==> src/rtl/inst_encoder.sv <==
// RV32I instruction encoder: registers a field-level request, packs it into a
// 32-bit word with range/alignment/opcode checks, and emits it with an address.
module inst_encoder #(
  parameter logic [31:0] ADDR_BASE = 32'h0000_0000,
  parameter logic [31:0] NOP_WORD  = 32'h0000_0013
) (
  input  logic        clk,
  input  logic        rst_n,
  input  logic        in_valid,
  output logic        in_ready,
  input  logic [6:0]  opcode,
  input  logic [2:0]  funct3,
  input  logic [6:0]  funct7,
  input  logic [4:0]  rd,
  input  logic [4:0]  rs1,
  input  logic [4:0]  rs2,
  input  logic [31:0] imm,
  output logic        out_valid,
  input  logic        out_ready,
  output logic [31:0] Instruction,
  output logic [31:0] out_addr,
  output logic        err_range,
  output logic        err_align,
  output logic        err_opcode,
  output logic [15:0] enc_count
);

  localparam logic [1:0] IDLE = 2'd0;
  localparam logic [1:0] ENC  = 2'd1;
  localparam logic [1:0] OUT  = 2'd2;

  localparam logic [6:0] OP_R     = 7'b0110011;
  localparam logic [6:0] OP_IMM   = 7'b0010011;
  localparam logic [6:0] OP_LOAD  = 7'b0000011;
  localparam logic [6:0] OP_JALR  = 7'b1100111;
  localparam logic [6:0] OP_STORE = 7'b0100011;
  localparam logic [6:0] OP_BR    = 7'b1100011;
  localparam logic [6:0] OP_LUI   = 7'b0110111;
  localparam logic [6:0] OP_AUIPC = 7'b0010111;
  localparam logic [6:0] OP_JAL   = 7'b1101111;

  logic [1:0]  state;
  logic [6:0]  op_q;
  logic [2:0]  f3_q;
  logic [6:0]  f7_q;
  logic [4:0]  rd_q;
  logic [4:0]  rs1_q;
  logic [4:0]  rs2_q;
  logic [31:0] imm_q;

  logic [31:0] enc_word;
  logic        range_bad;
  logic        align_bad;
  logic        op_bad;
  logic        xfer;

  assign in_ready  = (state == IDLE);
  assign out_valid = (state == OUT);
  assign xfer      = out_valid && out_ready;

  // A sign-extended field fits when its upper bits are all zeros or all ones.
  function automatic logic all_same(input logic [20:0] bits, input int unsigned width);
    logic [20:0] mask;
    mask = (21'h1 << width) - 21'h1;
    return ((bits & mask) == mask) || ((bits & mask) == 21'h0);
  endfunction

  // NOTE: every combinational output gets a default first so no latch is inferred.
  always_comb begin
    enc_word  = 32'h0;
    range_bad = 1'b0;
    align_bad = 1'b0;
    op_bad    = 1'b0;
    case (op_q)
      OP_R: enc_word = {f7_q, rs2_q, rs1_q, f3_q, rd_q, op_q};
      OP_IMM, OP_LOAD, OP_JALR: begin
        enc_word  = {imm_q[11:0], rs1_q, f3_q, rd_q, op_q};
        range_bad = !all_same(imm_q[31:11], 21);
      end
      OP_STORE: begin
        enc_word  = {imm_q[11:5], rs2_q, rs1_q, f3_q, imm_q[4:0], op_q};
        range_bad = !all_same(imm_q[31:11], 21);
      end
      OP_BR: begin
        enc_word  = {imm_q[12], imm_q[10:5], rs2_q, rs1_q, f3_q,
                     imm_q[4:1], imm_q[11], op_q};
        range_bad = !all_same({1'b0, imm_q[31:12]}, 20);
        align_bad = imm_q[0];
      end
      OP_LUI, OP_AUIPC: begin
        enc_word  = {imm_q[31:12], rd_q, op_q};
        range_bad = (imm_q[11:0] != 12'h0);
      end
      OP_JAL: begin
        enc_word  = {imm_q[20], imm_q[10:1], imm_q[11], imm_q[19:12], rd_q, op_q};
        range_bad = !all_same({9'h0, imm_q[31:20]}, 12);
        align_bad = imm_q[0];
      end
      default: op_bad = 1'b1;
    endcase
  end

  // NOTE: sequential state uses non-blocking assignments only, so every register
  // samples the pre-edge value of every other register.
  always_ff @(posedge clk or negedge rst_n) begin
    if (!rst_n) begin
      state <= IDLE;
    end else begin
      case (state)
        IDLE:    if (in_valid) state <= ENC;
        ENC:     state <= OUT;
        OUT:     if (out_ready) state <= IDLE;
        default: state <= IDLE;
      endcase
    end
  end

  // NOTE: the request field registers are plain flops, reset alongside the rest
  // so no X ever reaches the encoder after reset.
  always_ff @(posedge clk or negedge rst_n) begin
    if (!rst_n) begin
      op_q  <= 7'h0;
      f3_q  <= 3'h0;
      f7_q  <= 7'h0;
      rd_q  <= 5'h0;
      rs1_q <= 5'h0;
      rs2_q <= 5'h0;
      imm_q <= 32'h0;
    end else if (in_ready && in_valid) begin
      op_q  <= opcode;
      f3_q  <= funct3;
      f7_q  <= funct7;
      rd_q  <= rd;
      rs1_q <= rs1;
      rs2_q <= rs2;
      imm_q <= imm;
    end
  end

  always_ff @(posedge clk or negedge rst_n) begin
    if (!rst_n) begin
      Instruction <= 32'h0;
      err_range   <= 1'b0;
      err_align   <= 1'b0;
      err_opcode  <= 1'b0;
    end else if (state == ENC) begin
      Instruction <= (range_bad || align_bad || op_bad) ? NOP_WORD : enc_word;
      err_range   <= err_range  | range_bad;
      err_align   <= err_align  | align_bad;
      err_opcode  <= err_opcode | op_bad;
    end
  end

  always_ff @(posedge clk or negedge rst_n) begin
    if (!rst_n) begin
      out_addr  <= ADDR_BASE;
      enc_count <= 16'h0;
    end else if (xfer) begin
      out_addr <= out_addr + 32'd4;
      if (enc_count != 16'hFFFF) enc_count <= enc_count + 16'd1;
    end
  end

endmodule

==> config.mk <==
export PLATFORM = sky130hd
export DESIGN_NAME = inst_encoder
export DESIGN_NICKNAME = d
export VERILOG_FILES = /design/src/rtl/inst_encoder.sv
export SDC_FILE = /design/constraint.sdc
export NUM_CORES = 1
export LEC_CHECK = 0
export CELL_PAD_IN_SITES_DETAIL_PLACEMENT = 1
export CELL_PAD_IN_SITES_GLOBAL_PLACEMENT = 2
export CORE_AREA = 10 10 178 180
export CTS_BUF_LIST = sky130_fd_sc_hd__clkbuf_4
export CTS_CLUSTER_SIZE = 16
export DETAILED_ROUTE_END_ITERATION = 7
export DIE_AREA = 0 0 188 190
export GPL_ROUTABILITY_DRIVEN = 0
export GPL_TIMING_DRIVEN = 1
export PLACE_DENSITY = 0.66
export SLEW_MARGIN = 20
export SYNTH_ARGS = -nofsm -noshare
export SYNTH_HDL_FRONTEND = slang
export SYNTH_SLANG_ARGS = --single-unit
==> constraint.sdc <==
create_clock -name clk -period 3.05 [get_ports clk]
set_input_delay 0.61 -clock clk [delete_from_list [all_inputs] [get_ports clk]]
set_output_delay 0.61 -clock clk [all_outputs]
set_load 0.1 [all_outputs]
==> key figures, run 1 <==
Global route
  • Number of global-route vias before repair: 5696
  • GRT Resource Usage Total: 12.1%
  • Pin count of the biggest net entering global routing: 79
  • Initial antenna violation count: 1
  • Global-route wire length before repair: 34.5 mm
  • GR Overflow Total: 0

Power
  • Pwr/cell area: 789 nW/um^2
  • Total power: 7030 uW
  • VDD IR max: 0.325 mV
  • Static Leak: 0.00381 uW

Layout
  • Commonest non-fill, non-tap cell in the layout: dfrtp_1
  • Area growth, synth to finish: 29.1%
  • Final core utilization: 31.6%
  • Commonest cells after routing, fill and taps aside: dfrtp_1, buf_4, clkdlybuf4s50_1, nand2_1, mux2_2
  • Fillers: 3170
  • Cell area after layout: 8910 sq um
  • Layout cell share with drive strength beyond 1: 31.5%
  • Nets: 785

Run status
  • Status: completed

Clocking
  • CTS root buf: clkbuf_4
  • Htree depth: 4
  • CTS tree: yes
  • Cts hold-fix bufs: 0
  • Post-CTS Resized: 0
  • Clock Latency Late Sink: 0.56 ns
  • CTS buffer count: 17
  • Setup Fix Bufs, Post-CTS: 0
  • Clock slew at reported path FFs: 0.17 ns
  • Maximum root-to-sink buffer count: 2
  • Clk sink count: 147

Timing
  • Final Cycle Share: 85.1%
  • Setup Skew: 0.0417 ns
  • Fin Setup TNS: 0 ns
  • Final min period: 2.60 ns
  • Max Fclk: 0.385 GHz
  • Slew Limit Fails: 0
  • Rel. slew slack: 29.2%
  • Final Hold Viols: 0
  • Final setup violation count: 0
  • Least-Margin Pin Slew: 1.06 ns
  • RSZ-0062 raised after global routing: no
  • Hold_ws: 0.0581 ns

Critical path
  • Data arrival, critical path: 3.01 ns
  • Worst path max stage delay: 0.79 ns
  • Critical path type: flop to flop
  • CP Launch Type: flop
  • Worst Path Required: 3.47 ns
  • Critical path's top delay family: simple AND/OR/NAND/NOR gates
  • Crit end category: flop
  • Slowest-stage cell, CP: nor2_4
  • Crit Path Max Fanout: 27
  • Crit-path cells: nand3b_2, nor3_1, o2bb2ai_2, nor2_4, o41ai_1
  • WP buf/inv: 0

Yosys
  • Post-synthesis cell count: 564
  • Total of warnings raised by yosys: 0
  • Post-synth cell types: 64
  • Mapped Area: 6900 sq um
  • Register area share after synthesis: 53.3%
  • Async SR Flop Fraction: 100%
  • Syn_area_per_cell: 12.2 sq um
  • FF+latch count, synth: 147
  • EDFF count, synth: 0
  • Synth Flop Type: dfrtp_1

Placed design
  • Hpwl dp: 16.3 mm
  • I/O Buffers: 150
  • Placed Area: 8610 sq um

Die
  • Die W: 188 um
  • Die Y-Extent: 190 um
  • Die area: 35700 sq um
  • Row Count: 62
  • Io pins: 153
  • Core area: 28200 sq um
  • Initial Utilization: 24.5%

Routing
  • Via count: 5219
  • Initial DRC Count: 269
  • Vias per cell: 4.68
  • Total routed wirelength: 21.8 mm
  • Pre-antenna DRT Iters: 5
  • Residual DRC: 0
  • Mean routed wirelength per cell: 19.6 um
  • Post-route ant nets: 0

Run
  • Max cap viols: 0

Hold path
  • Worst hold path class: input port to asynchronous set/reset pin
==> per-layer routing <==
metal | part of all wire, % | routed length (um) | track usage, %
met1 | 46 | 10100 | 15.7
met3 | 3.6 | 782 | 2.71
met5 | 0 | 0 | 0
met2 | 49 | 10700 | 20.0
met4 | 0.99 | 217 | 3.26
==> state kept, by name, summed over array words and instances (netlist names), 2 cells and up <==
signal and flops:
rs1_q 5, imm_q 32, Instruction 32, state 2
enc_count 16, rs2_q 5, f7_q 7, out_addr 30
op_q 7, rd_q 5, f3_q 3
==> synthesized netlist by cell type, drive strengths merged, types with 3 or more instances <==
library cell | number | area, sq um
a21oi | 5 | 36.3
a222oi | 10 | 100
a22oi | 14 | 105
a31oi | 3 | 18.8
and3 | 8 | 50.1
and4 | 4 | 35.0
buf | 21 | 140
clkbuf | 7 | 26.3
dfrtp | 147 | 3680
inv | 7 | 26.3
mux2 | 63 | 709
nand2 | 66 | 250
nand2b | 5 | 31.3
nand3 | 22 | 110
nand3b | 3 | 51.3
nand4 | 17 | 121
nor2 | 21 | 86.3
nor2b | 3 | 18.8
nor3 | 10 | 66.3
nor4 | 12 | 96.3
o21ai | 8 | 40.0
o41ai | 28 | 395
or2 | 3 | 18.8
or3 | 3 | 18.8
xnor2 | 32 | 280
xor2 | 12 | 105
==> area by class of cell <==
class	count	area, sq um	area share [%]
sequential	147	3680	41.3
multi-input combinational	383	3040	34.1
timing repair buffer	159	1390	15.6
tap	384	480	5.39
clock inverter	15	165	1.85
clock buffer	17	128	1.43
inverter	7	26.3	0.295
antenna	2	5.00	0.0562
==> stage by stage <==
stage | setup slack [ns] | cells
floorplan | 0.0321 | 565
global placement | 0.417 | 1080
detailed placement | 0.382 | 1080
CTS | 0.487 | 1112
global route | 0.271 | 1114
finish | 0.453 | 1114
==> logic make-up (layout without fill, tap and decap cells) <==
family,after synthesis,count (layout),synth area share [%]
XOR/XNOR,44,44,5.58
buffers and inverters,35,198,2.79
other,1,4,0.0543
adder cells (fa/ha/maj),2,2,0.362
AO/OA/AOI/OAI,86,86,12.5
AND/OR/NAND/NOR,186,186,15.1
multiplexers,63,63,10.3
flip-flops,147,147,53.3
==> worst paths after layout <==
| path | slack [ns] | depth (start not counted) | endpoint | startpoint |
|---|---|---|---|---|
| min | 0.06 | 1 | rs1_q[0] | rst_n |
| min in group clk | 0.48 | 1 | err_align | err_align |
| min reg2reg | 0.48 | 1 | err_align | err_align |
| max reg2reg | 0.45 | 5 | Instruction[2] | op_q[3] |
| max in group asynchronous | 2.18 | 2 | err_align | rst_n |
| max | 0.45 | 5 | Instruction[2] | op_q[3] |
==> where the power goes <==
group,total (uW),internal (uW),switching [uW]
clock network,1310,447,861
registers,3120,2470,648
logic,2610,961,1650
Power figures use the tool's default switching activity.
==> run 2: changes to the inputs <==
CTS_CLUSTER_SIZE = 24   (was 16)
HOLD_SLACK_MARGIN = 0.12   (was not set)
SKIP_CTS_REPAIR_TIMING = 1   (was not set)
==> run 2 against run 1 <==
Maximum frequency decreased by 0.49%. Non-clock buffer count increased by 1. Wire length increased by 0.16%. Die area unchanged. First-iteration DRC count decreased by 5.6%. Sequential share of layout area about the same. Utilization about the same. Clock skew increased by 0.0011 ns. Register-to-register slack about the same. Sequential cell count unchanged. Design area increased by 0.11%. Critical endpoint unchanged.
==> key figures, run 2 (synthesis results as in run 1) <==
Critical path
  • Reg2reg start: op_q[3]
  • Slowest-stage cell, CP: nor2_4
  • Data arrival, critical path: 3.02 ns (about the same)
  • Crit-path cells: nand3b_2, nor3_1, o2bb2ai_2, nor2_4, o41ai_1
  • Worst Path Required: 3.46 ns (about the same)
  • R2R cell count: 5 (unchanged)
  • R2R setup slack: 0.44 ns (about the same)
  • CP Launch Type: flop
  • Worst R2R End: Instruction[2]
  • Crit Path Max Fanout: 27 (unchanged)
  • Worst path max stage delay: 0.80 ns (about the same)
  • Critical path type: flop to flop
  • Crit end category: flop

Routing
  • Total routed wirelength: 21.9 mm (+0.16%)
  • Via count: 5227 (+0.15%)
  • Vias per cell: 4.69 (about the same)
  • Mean routed wirelength per cell: 19.6 um (about the same)
  • Pre-antenna DRT Iters: 6 (+1)
  • Residual DRC: 0 (unchanged)
  • Initial DRC Count: 254 (-5.6%)
  • Post-route ant nets: 0 (unchanged)

Layout
  • Fillers: 3171 (+0.032%)
  • Layout cell share with drive strength beyond 1: 31.4% (-0.043 points)
  • Commonest non-fill, non-tap cell in the layout: dfrtp_1
  • Nets: 786 (+0.13%)
  • Top Registers: Instruction: 32 flops, imm_q: 32 flops, out_addr: 30 flops
  • Area occupied by multi-input gates: 3040 sq um (unchanged)
  • FF/Latch Area: 3680 sq um (unchanged)
  • Area growth, synth to finish: 29.2%
  • Commonest cells after routing, fill and taps aside: dfrtp_1, buf_4, clkdlybuf4s50_1, nand2_1, mux2_2

Placed design
  • Hpwl dp: 16.3 mm (unchanged)
  • I/O Buffers: 150 (unchanged)
  • Post-place setup slack: 0.382 ns (unchanged)

Die
  • Initial Utilization: 24.5% (unchanged)
  • Row Count: 62 (unchanged)
  • Core area: 28200 sq um (unchanged)
  • Die Y-Extent: 190 um (unchanged)
  • Io pins: 153 (unchanged)
  • Die area: 35700 sq um (unchanged)
  • Die W: 188 um (unchanged)

Global route
  • Number of global-route vias before repair: 5696 (unchanged)
  • GRT Resource Usage Total: 12.1% (unchanged)
  • Pin count of the biggest net entering global routing: 79 (unchanged)
  • Initial antenna violation count: 1 (unchanged)
  • GR Overflow Total: 0 (unchanged)
  • Global-route wire length before repair: 34.5 mm (unchanged)

Hold path
  • Hold path startpoint: err_align
  • Hold EP: err_align
  • Worst hold path class: flop to flop
  • Hold Path Depth: 1

Clocking
  • CTS root buf: clkbuf_4
  • Clock Latency Late Sink: 0.56 ns (about the same)
  • CTS buffer count: 17 (unchanged)
  • Maximum root-to-sink buffer count: 2 (unchanged)
  • Clock slew at reported path FFs: 0.16 ns (about the same)
  • CTS tree: yes
  • Htree depth: 4 (unchanged)
  • Clk sink count: 147 (unchanged)

Run
  • Max cap viols: 0 (unchanged)

Timing
  • Final min period: 2.61 ns (+0.0129 ns)
  • RSZ-0062 raised after global routing: no
  • Hold_ws: 0.478 ns (+0.420 ns)
  • Slew Limit Fails: 0 (unchanged)
  • Fin Setup TNS: 0 ns (unchanged)
  • Final Cycle Share: 85.6% (+0.42 points)
  • Final setup violation count: 0 (unchanged)
  • Rel. slew slack: 27.8% (-1.4 points)
  • Slack of the critical path: 0.440 ns (-0.0129 ns)
  • Max Fclk: 0.383 GHz (-0.49%)
  • Setup Skew: 0.0428 ns (+0.00113 ns)
  • Least-Margin Pin Slew: 1.08 ns (+0.0208 ns)
  • Final Hold Viols: 0 (unchanged)

Power
  • VDD IR max: 0.325 mV (about the same)
  • Static Leak: 0.00381 uW (+0.11%)
  • Pwr/cell area: 788 nW/um^2 (-0.15%)

Run status
  • Status: completed
## run 2: cell types whose count changed in the layout (fill, tap and decap cells not counted)
cell,before,now
dlygate4sd3_1,0,1
## run 2: area by class of cell
| class | count | area share (%) |
|---|---|---|
| Multi-Input combinational cell | 383 | 34.1 |
| Sequential cell | 147 | 41.2 |
| Timing Repair Buffer | 160 | 15.7 |
| Tap cell | 384 | 5.38 |
| Clock inverter | 15 | 1.85 |
| Antenna cell | 2 | 0.0561 |
| Inverter | 7 | 0.294 |
| Clock buffer | 17 | 1.43 |
## run 2: per-layer routing
metal	up-vias	share of wire, %	GRT usage, %
met2	103	49	20.0
met1	2713	46	15.7
met5	-	0	0
li1	2400	-	-
met3	11	3.7	2.71
met4	0	0.99	3.26
## run 2: per-stage QoR
step                      utilization [%]  total power [uW]  instances  area (sq um)
after floorplan                         -              4930        565          6910
after global placement               30.5              5730       1080          8610
after detailed placement             30.5              5800       1080          8610
after CTS                            31.5              7150       1112          8910
after global routing                 31.6              7480       1115          8920
final                                31.6              7030       1115          8920
## run 2: critical path: cells and delay by family, from the launching register on
kind | cells | cell delay [ns]
AOI/OAI and AO/OA | 2 | 0.38
DFF | 1 | 0.51
and+or+nand+nor | 3 | 1.59
## run 2: worst max-delay path by stage
| stage | startpoint | to | slack, ns |
|---|---|---|---|
| finish | op_q[3] | Instruction[2] | 0.44 |
| global route | op_q[3] | Instruction[31] | 0.27 |
| CTS | op_q[3] | Instruction[2] | 0.49 |
| detailed placement | out_ready | out_addr[29] | 0.38 |
| global placement | out_ready | out_addr[31] | 0.42 |
| floorplan | state[1] | f3_q[0] | 0.03 |
## run 2: report_power, final
part           leakage (uW)  switching [uW]  internal, uW  total (uW)
clock              0.000154             858           447        1310
sequential          0.00186             650          2470        3120
combinational       0.00180            1640           962        2610
==> run 3: changes to the inputs <==
CORE_AREA = 2 2 170 172   (was 10 10 178 180)
DIE_AREA = 0 0 172 174   (was 0 0 188 190)
==> run 3 against run 2 <==
Final cell count is essentially flat. First-iteration DRC count grew 7.5%. Worst setup slack gained 0.075 ns. Global-route usage grew 2.3 points. Count of clock-buffer cells in the layout is the same. Register-to-register slack gained 0.08 ns. Clock skew shrank 0.0050 ns. Non-clock buffer count is the same. Worst hold slack is essentially flat.
==> key figures, run 3 (synthesis results as in run 1) <==
Run status
  • Status: completed

Global route
  • Number of global-route vias before repair: 5561 (-2.4%)
  • Initial antenna violation count: 1 (unchanged)
  • GRT met3 Usage: 2.76% (+0.045 points)
  • Global-route wire length before repair: 33.2 mm (-3.9%)
  • Gr busiest metal: met2
  • M1 GR Usage: 19.5% (+3.8 points)
  • GR Overflow Total: 0 (unchanged)
  • GRT Resource Usage Total: 14.4% (+2.3 points)
  • GR Util met2: 23.4% (+3.4 points)
  • Pin count of the biggest net entering global routing: 74 (-6.3%)

Layout
  • Cell area after layout: 8960 sq um (+0.38%)
  • Commonest cells after routing, fill and taps aside: dfrtp_1, buf_4, clkdlybuf4s50_1, nand2_1, mux2_2
  • Area growth, synth to finish: 29.7%
  • Commonest non-fill, non-tap cell in the layout: dfrtp_1
  • Top Registers: Instruction: 32 flops, imm_q: 32 flops, out_addr: 30 flops
  • Final std cells w/o fill: 1114 (-0.090%)
  • Nets: 786 (unchanged)
  • Layout cell share with drive strength beyond 1: 31.6% (+0.14 points)

Placed design
  • Hpwl dp: 15.3 mm (-6.1%)
  • Cells after DPL: 1080 (unchanged)
  • Post-place setup slack: 0.324 ns (-0.0580 ns)
  • Placed Area: 8630 sq um (+0.15%)
  • I/O Buffers: 150 (unchanged)

Run
  • Max cap viols: 0 (unchanged)

Die
  • Initial Utilization: 24.5% (unchanged)
  • Io pins: 153 (unchanged)
  • Core area: 28200 sq um (unchanged)
  • Die area: 29900 sq um (-16%)
  • Row Count: 62 (unchanged)
  • Die Y-Extent: 174 um (-8.4%)
  • Die W: 172 um (-8.5%)

Critical path
  • Data arrival, critical path: 2.93 ns (-0.09 ns)
  • Worst Path Required: 3.44 ns (-0.02 ns)
  • WP buf/inv: 0 (unchanged)
  • Slowest-stage cell, CP: nor2_4
  • Crit end category: flop
  • Crit Path Max Fanout: 27 (unchanged)
  • Critical path's top delay family: simple AND/OR/NAND/NOR gates
  • Crit-path cells: and4b_4, o211a_4, o2bb2ai_2, nor2_4, o41ai_1
  • Critical path type: flop to flop
  • CP Launch Type: flop
  • R2R setup slack: 0.52 ns (+0.08 ns)
  • Worst path max stage delay: 0.80 ns (about the same)

Power
  • Total power: 7110 uW (+1.2%)
  • Pwr/cell area: 794 nW/um^2 (+0.81%)
  • Static Leak: 0.00383 uW (+0.50%)
  • VDD IR max: 0.403 mV (+24%)

Timing
  • Final min period: 2.53 ns (-0.0750 ns)
  • Final setup violation count: 0 (unchanged)
  • Slack of the critical path: 0.515 ns (+0.0750 ns)
  • Least-Margin Pin Slew: 1.10 ns (+0.0168 ns)
  • Final Hold Viols: 0 (unchanged)
  • Setup Skew: 0.0379 ns (-0.00498 ns)
  • Slew Limit Fails: 0 (unchanged)
  • Fin Setup TNS: 0 ns (unchanged)
  • Max Fclk: 0.394 GHz (+3.0%)
  • RSZ-0062 raised after global routing: no
  • Rel. slew slack: 26.7% (-1.1 points)
  • Final Cycle Share: 83.1% (-2.5 points)

Routing
  • Pre-antenna DRT Iters: 5 (-1)
  • Initial DRC Count: 273 (+7.5%)
  • Residual DRC: 0 (unchanged)
  • Post-route ant nets: 0 (unchanged)
  • Via count: 5154 (-1.4%)
  • Total routed wirelength: 20.9 mm (-4.7%)
  • Vias per cell: 4.63 (-1.3%)
  • Mean routed wirelength per cell: 18.7 um (-4.6%)

Hold path
  • Worst hold path class: flop to flop

Clocking
  • Htree depth: 4 (unchanged)
  • Maximum root-to-sink buffer count: 2 (unchanged)
  • CTS root buf: clkbuf_4
  • Clock slew at reported path FFs: 0.13 ns (-0.03 ns)
  • CTS tree: yes
  • Clock Latency Late Sink: 0.57 ns (about the same)
  • CTS buffer count: 17 (unchanged)
  • Clk sink count: 147 (unchanged)
[run 3: cell count changes in the layout (fill, tap and decap cells not counted)]
cell | previous run | this run
buf_12 | 2 | 3
buf_4 | 90 | 89
bufinv_16 | 1 | 2
clkinv_1 | 1 | 0
clkinv_2 | 0 | 1
clkinv_4 | 1 | 0
clkinvlp_4 | 2 | 1
diode_2 | 2 | 1
inv_6 | 4 | 5
[run 3: routing by layer]
| metal | routed length [um] | share of wire (%) | up-vias |
|---|---|---|---|
| met2 | 10200 | 49 | 112 |
| li1 | - | - | 2391 |
| met3 | 754 | 3.6 | 12 |
| met4 | 227 | 1.1 | 0 |
| met1 | 9650 | 46 | 2639 |
| met5 | 0 | 0 | - |
[run 3: final timing paths]
check,start,endpoint,cells after the start
max in group asynchronous,rst_n,Instruction[4],3
hold / removal,err_align,err_align,1
hold reg to reg,err_align,err_align,1
min in group asynchronous,rst_n,Instruction[13],2
setup reg to reg,op_q[2],Instruction[5],5
setup / recovery,op_q[2],Instruction[5],5
[run 3: power by group]
group / leakage (uW) / internal (uW) / switching [uW] / total (uW)
clock network: 0.000170 / 532 / 848 / 1380
registers: 0.00186 / 2470 / 656 / 3130
logic: 0.00180 / 972 / 1640 / 2610
total: 0.00383 / 3970 / 3140 / 7110
[run 3: metrics by stage]
stage	hold slack (ns)	utilization, %
floorplan	0.314	-
global placement	0.450	30.6
detailed placement	0.459	30.6
CTS	0.0136	31.7
global route	0.495	31.7
finish	0.477	31.7
[run 3: cell type report]
| type | instances | area [sq um] |
|---|---|---|
| fillers | 3132 | 19300 |
| flip-flops and latches | 147 | 3680 |
| multi-input cells | 383 | 3040 |
| repair buffers | 160 | 1410 |
| well taps | 384 | 480 |
| clock inverters | 15 | 189 |
| clock buffers | 17 | 128 |
| inverters | 7 | 26.3 |
| diodes | 1 | 2.50 |
==> edit 1 (config.mk and constraints of run 2) <==
Put one more register stage on the output `enc_count`, with the module's reset. The value now appears one clock later. The other outputs are not delayed to match.
--- a/src/rtl/inst_encoder.sv
+++ b/src/rtl/inst_encoder.sv
@@ -39,4 +39,6 @@
   localparam logic [6:0] OP_AUIPC = 7'b0010111;
   localparam logic [6:0] OP_JAL   = 7'b1101111;
+
+  logic [15:0] enc_count_s0;
 
   logic [1:0]  state;
@@ -155,8 +157,16 @@
     if (!rst_n) begin
       out_addr  <= ADDR_BASE;
-      enc_count <= 16'h0;
+      enc_count_s0 <= 16'h0;
     end else if (xfer) begin
       out_addr <= out_addr + 32'd4;
-      if (enc_count != 16'hFFFF) enc_count <= enc_count + 16'd1;
+      if (enc_count_s0 != 16'hFFFF) enc_count_s0 <= enc_count_s0 + 16'd1;
+    end
+  end
+
+  always_ff @(posedge clk or negedge rst_n) begin
+    if (!rst_n) begin
+      enc_count <= '0;
+    end else begin
+      enc_count <= enc_count_s0;
     end
   end
Formal check against the unedited RTL: not equivalent (a bounded check fails within 4 cycles, from zero or initial values and one cycle with rst_n low).
==> edit 1 against run 2 <==
  * Combinational power up 2%
  * Worst setup slack better by 0.22 ns
  * Wire length up 3.7%
  * Synthesized area up 4.0%
  * Sequential cell count up 16
  * Cell count up 3.3%
  * Total power up 5.1%
  * Synthesized cell count up 6.4%
  * Design area up 3.4%
  * Largest cell class unchanged
  * Highest routed layer unchanged
==> edit 1: results (changes against run 2) <==
Outcome
  • Outcome: complete, no violations

Synth
  • Sequential fraction of the synthesis area: 0.568 (+0.0350)
  • Post-synthesis mux area share: 0.100 (-0.00260)
  • Synth cell count leaders: dfrtp_1, mux2_2, nand2_1
  • Adder and majority gate portion of the synthesized area: 0.00348 (-0.000141)
  • Synth Area in XOR/XNOR: 0.0549 (-0.000949)
  • Synth top area cells: dfrtp_1, mux2_2, xnor2_1, nand2_1, o31ai_1
  • Post-synth cell types: 56 (-13%)

Placed design
  • Hpwl dp: 17.3 mm (+6.2%)
  • DP Area: 8920 sq um (+3.5%)

GRT
  • Vias in the first global route: 5975 (+4.9%)
  • First-pass GRT wire length: 36.0 mm (+4.3%)
  • Gr usage total: 0.128 (+0.00619)
  • Initial antenna violation count: 3 (+2)
  • Largest net degree at the start of global routing: 58 (-27%)

Critical path
  • Worst setup endpoint: Instruction[16]
  • Data arrival time of the worst path: 2.85 ns (-0.17 ns)
  • Crit-path slowest cell: dfrtp_1
  • R2r setup slk: 0.66 ns (+0.22 ns)
  • Worst path max stage delay: 0.63 ns (-0.17 ns)
  • Worst path top cell family by delay: compound AO/OA/AOI/OAI gates

Route
  • Routed WL: 22.7 mm (+3.7%)
  • DRC: 0 (unchanged)
  • DRT Pass-1 Iters: 4 (-2)
  • DR iter-0 viols: 322 (+27%)

Pwr
  • Peak supply drop: 256 uV (-21%)
  • Leakage: 3.97 nW (+4.1%)
  • Net Sw Frac: 0.437 (-0.0112)

Layout
  • FILL cells: 3132 (-1.2%)
  • Share of post-route cells with drive strength above 1: 0.277 (-0.0374)

Clock network
  • H-tree levels: 4 (unchanged)

STA
  • Clk_skew: 0.0262 ns (-0.0166 ns)
  • Worst-margin pin slew: 0.677 ns (-0.403 ns)
## edit 1: power groups by stage
stage / combinational [mW] / clock, mW / sequential (mW)
final: 2.65 / 1.36 / 3.38
after global routing: 2.84 / 1.54 / 3.49
after CTS: 2.69 / 1.42 / 3.40
after detailed placement: 2.68 / 0 / 3.45
after global placement: 2.63 / 0 / 3.41
after floorplan: 1.46 / 0 / 3.76
## edit 1: final cells by class
| class | count | area (sq um) | share of cell area |
|---|---|---|---|
| Multi-Input combinational cell | 394 | 2880 | 0.312 |
| Tap cell | 384 | 480 | 0.0521 |
| Antenna cell | 2 | 5.00 | 0.000543 |
| Clock buffer | 17 | 128 | 0.0138 |
| Sequential cell | 163 | 4080 | 0.442 |
| Inverter | 10 | 37.5 | 0.00407 |
| Clock inverter | 15 | 163 | 0.0176 |
| Timing Repair Buffer | 167 | 1450 | 0.157 |
## edit 1: worst min path at each step
stage	startpoint	endpoint	slack [ns]	cells after the start
3_5_place_dp	enc_count_s0[13]	enc_count[13]	0.41	0
5_1_grt	enc_count_s0[10]	enc_count[10]	0.45	0
6_report	enc_count_s0[5]	enc_count[5]	0.44	0
2_1_floorplan	rst_n	Instruction[0]	0.31	0
4_1_cts	rst_n	out_addr[26]	-0.03	1
3_3_place_gp	enc_count_s0[13]	enc_count[13]	0.39	0
## edit 1: per-layer routing
layer	routed length, um	GRT usage	share of wire	vias up
met2	11500	0.214	0.51	112
met3	999	0.0280	0.044	10
met5	0	0	0	-
met4	201	0.0317	0.0089	0
li1	-	-	-	2478
met1	9970	0.163	0.44	2784
## edit 1: through the flow
step                std cells  setup WS [ns]   util
finish                   1152          0.664  0.327
floorplan                 601         0.0378      -
CTS                      1149          0.600  0.326
global route             1151          0.442  0.327
detailed placement       1117          0.566  0.316
global placement         1117          0.571  0.316
==> edit 2 (settings of run 2) <==
Without the edit above. Set the parameter `NOP_WORD` to 32'h0000000E (it was 32'h0000_0013).
--- a/src/rtl/inst_encoder.sv
+++ b/src/rtl/inst_encoder.sv
@@ -3,5 +3,5 @@
 module inst_encoder #(
   parameter logic [31:0] ADDR_BASE = 32'h0000_0000,
-  parameter logic [31:0] NOP_WORD  = 32'h0000_0013
+  parameter logic [31:0] NOP_WORD  = 32'h0000000E
 ) (
   input  logic        clk,
Behaviour: not the same (Yosys sat finds a counterexample within 4 cycles, from zero or initial values and one cycle with rst_n low).
==> edit 2 against run 2 <==
  * Design area is 0.15% higher
  * Combinational power is 8.0% higher
  * Total power is 5.0% higher
  * Wire length is 4.4% higher
  * Worst setup slack better by 0.068 ns
  * Clock power is 7% higher
  * Synthesized area is 1.0% lower
  * Non-clock buffer count is 8 higher
  * First-iteration DRC count is 24% higher
  * Sequential cell count stayed put
  * Critical endpoint is now Instruction[16]
==> edit 2: results (changes against run 2) <==
Layout
  • Largest registers: Instruction x32, imm_q x32, out_addr x30
  • Final Net Count: 805 (+2.4%)
  • FILL cells: 3175 (+0.13%)
  • Share of post-route cells with drive strength above 1: 0.297 (-0.0169)

STA
  • Worst-margin pin slew: 0.809 ns (-0.271 ns)
  • Hold WS: 0.491 ns (+0.0130 ns)
  • Clk_skew: 0.0298 ns (-0.0130 ns)
  • Slew Limit Headroom: 0.459 (+0.181)
  • Fmax: 393 MHz (+2.7%)

Synth
  • Yosys Warn Count: 0 (unchanged)
  • Synth top area cells: dfrtp_1, mux2_2, xnor2_1, nand2_1, o41ai_2
  • Syn Area/Cell: 11.8 sq um (-3.4%)
  • Ys async rst share: 1.00 (unchanged)
  • Sequential fraction of the synthesis area: 0.538 (+0.00536)
  • Post-synth cell types: 65 (+1.6%)
  • Synth cell count leaders: dfrtp_1, mux2_2, nand2_1

Placed design
  • Port bufs: 150 (unchanged)
  • Hpwl dp: 17.5 mm (+7.5%)
  • Placed instance count: 1099 (+1.8%)

Clock network
  • CTS root buffer: clkbuf_4
  • Clock transition at path regs: 0.13 ns (-0.03 ns)
  • CTS Buffer Depth: 2 (unchanged)
  • Clk_lat worst skew: 0.53 ns (-0.03 ns)
  • Inserted Clock Buffers: 17 (unchanged)
  • H-tree levels: 4 (unchanged)

Outcome
  • Outcome: complete, no violations

Critical path
  • Reg2Reg Depth: 6 (+1)
  • Worst setup endpoint: Instruction[16]
  • Startpoint Class: flip-flop
  • Data arrival time of the worst path: 2.94 ns (-0.08 ns)
  • Worst path max stage delay: 0.56 ns (-0.24 ns)
  • Worst-path fanout max: 20 (-26%)
  • R2r startpoint: op_q[4]
  • R2r setup slk: 0.51 ns (+0.07 ns)
  • Crit-path slowest cell: dfrtp_1
  • Worst path top cell family by delay: simple AND/OR/NAND/NOR gates

Route
  • Via count: 5275 (+0.92%)
  • DRT Pass-1 Iters: 5 (-1)
  • Routed WL per cell: 20.2 um (+2.9%)
  • DR iter-0 viols: 315 (+24%)
  • Routed WL: 22.8 mm (+4.4%)

GRT
  • Largest net degree at the start of global routing: 78 (-1.3%)
  • Gr usage total: 0.128 (+0.00616)
  • Vias in the first global route: 5918 (+3.9%)
  • First-pass GRT wire length: 36.1 mm (+4.8%)

Min path
  • Hold path cells: 1 (unchanged)
  • Hold Path End: Instruction[1]
  • Hold Startpoint: Instruction[1]
  • Worst hold path type: reg2reg

Pwr
  • Peak supply drop: 533 uV (+64%)
  • Leakage: 3.80 nW (-0.31%)
edit 2: cell types whose count changed after synthesis, sizes merged, moves of 4 or more:
cell | before | now
a21oi | 5 | 11
a22o | 0 | 7
o31ai | 2 | 12
nand3 | 22 | 26
o41ai | 28 | 16
a211oi | 2 | 6
or4 | 0 | 4
a222oi | 10 | 6
nand2 | 66 | 62
nor3 | 10 | 4
edit 2: cells by family (layout without fill, tap and decap cells):
logic type / after synthesis / in the layout / synth area share
other: 1 / 3 / 0.000549
and+or+nand+nor: 181 / 181 / 0.142
adders and majority gates: 2 / 2 / 0.00366
DFF: 147 / 147 / 0.538
buffers and inverters: 40 / 208 / 0.0309
xor gates and xnor gates: 45 / 45 / 0.0577
AOI/OAI and AO/OA: 97 / 97 / 0.120
muxes: 65 / 65 / 0.107
edit 2: area by class of cell:
cell class | count | area (sq um) | share of cell area
multi-input cells | 392 | 2950 | 0.330
flip-flops and latches | 147 | 3680 | 0.412
repair buffers | 168 | 1470 | 0.165
clock buffers | 18 | 135 | 0.0151
well taps | 384 | 480 | 0.0538
clock inverters | 13 | 183 | 0.0204
inverters | 9 | 33.8 | 0.00378
diodes | 1 | 2.50 | 0.000280
edit 2: routing by layer:
| metal | GRT usage | share of wire | wire, um |
|---|---|---|---|
| met5 | 0 | 0 | 0 |
| met4 | 0.0357 | 0.014 | 330 |
| met3 | 0.0273 | 0.041 | 933 |
| met2 | 0.218 | 0.50 | 11300 |
| met1 | 0.159 | 0.45 | 10200 |
edit 2: power breakdown:
part	internal [mW]	switching (mW)
sequential	2.48	0.685
combinational	1.05	1.77
clock	0.658	0.738
total	4.20	3.19
edit 2: stage by stage:
step                      setup WS [ns]  area, sq um
after floorplan                   0.404         6840
after global placement            0.509         8610
after detailed placement          0.462         8610
after CTS                         0.543         8920
after global routing              0.391         8940
final                             0.508         8940
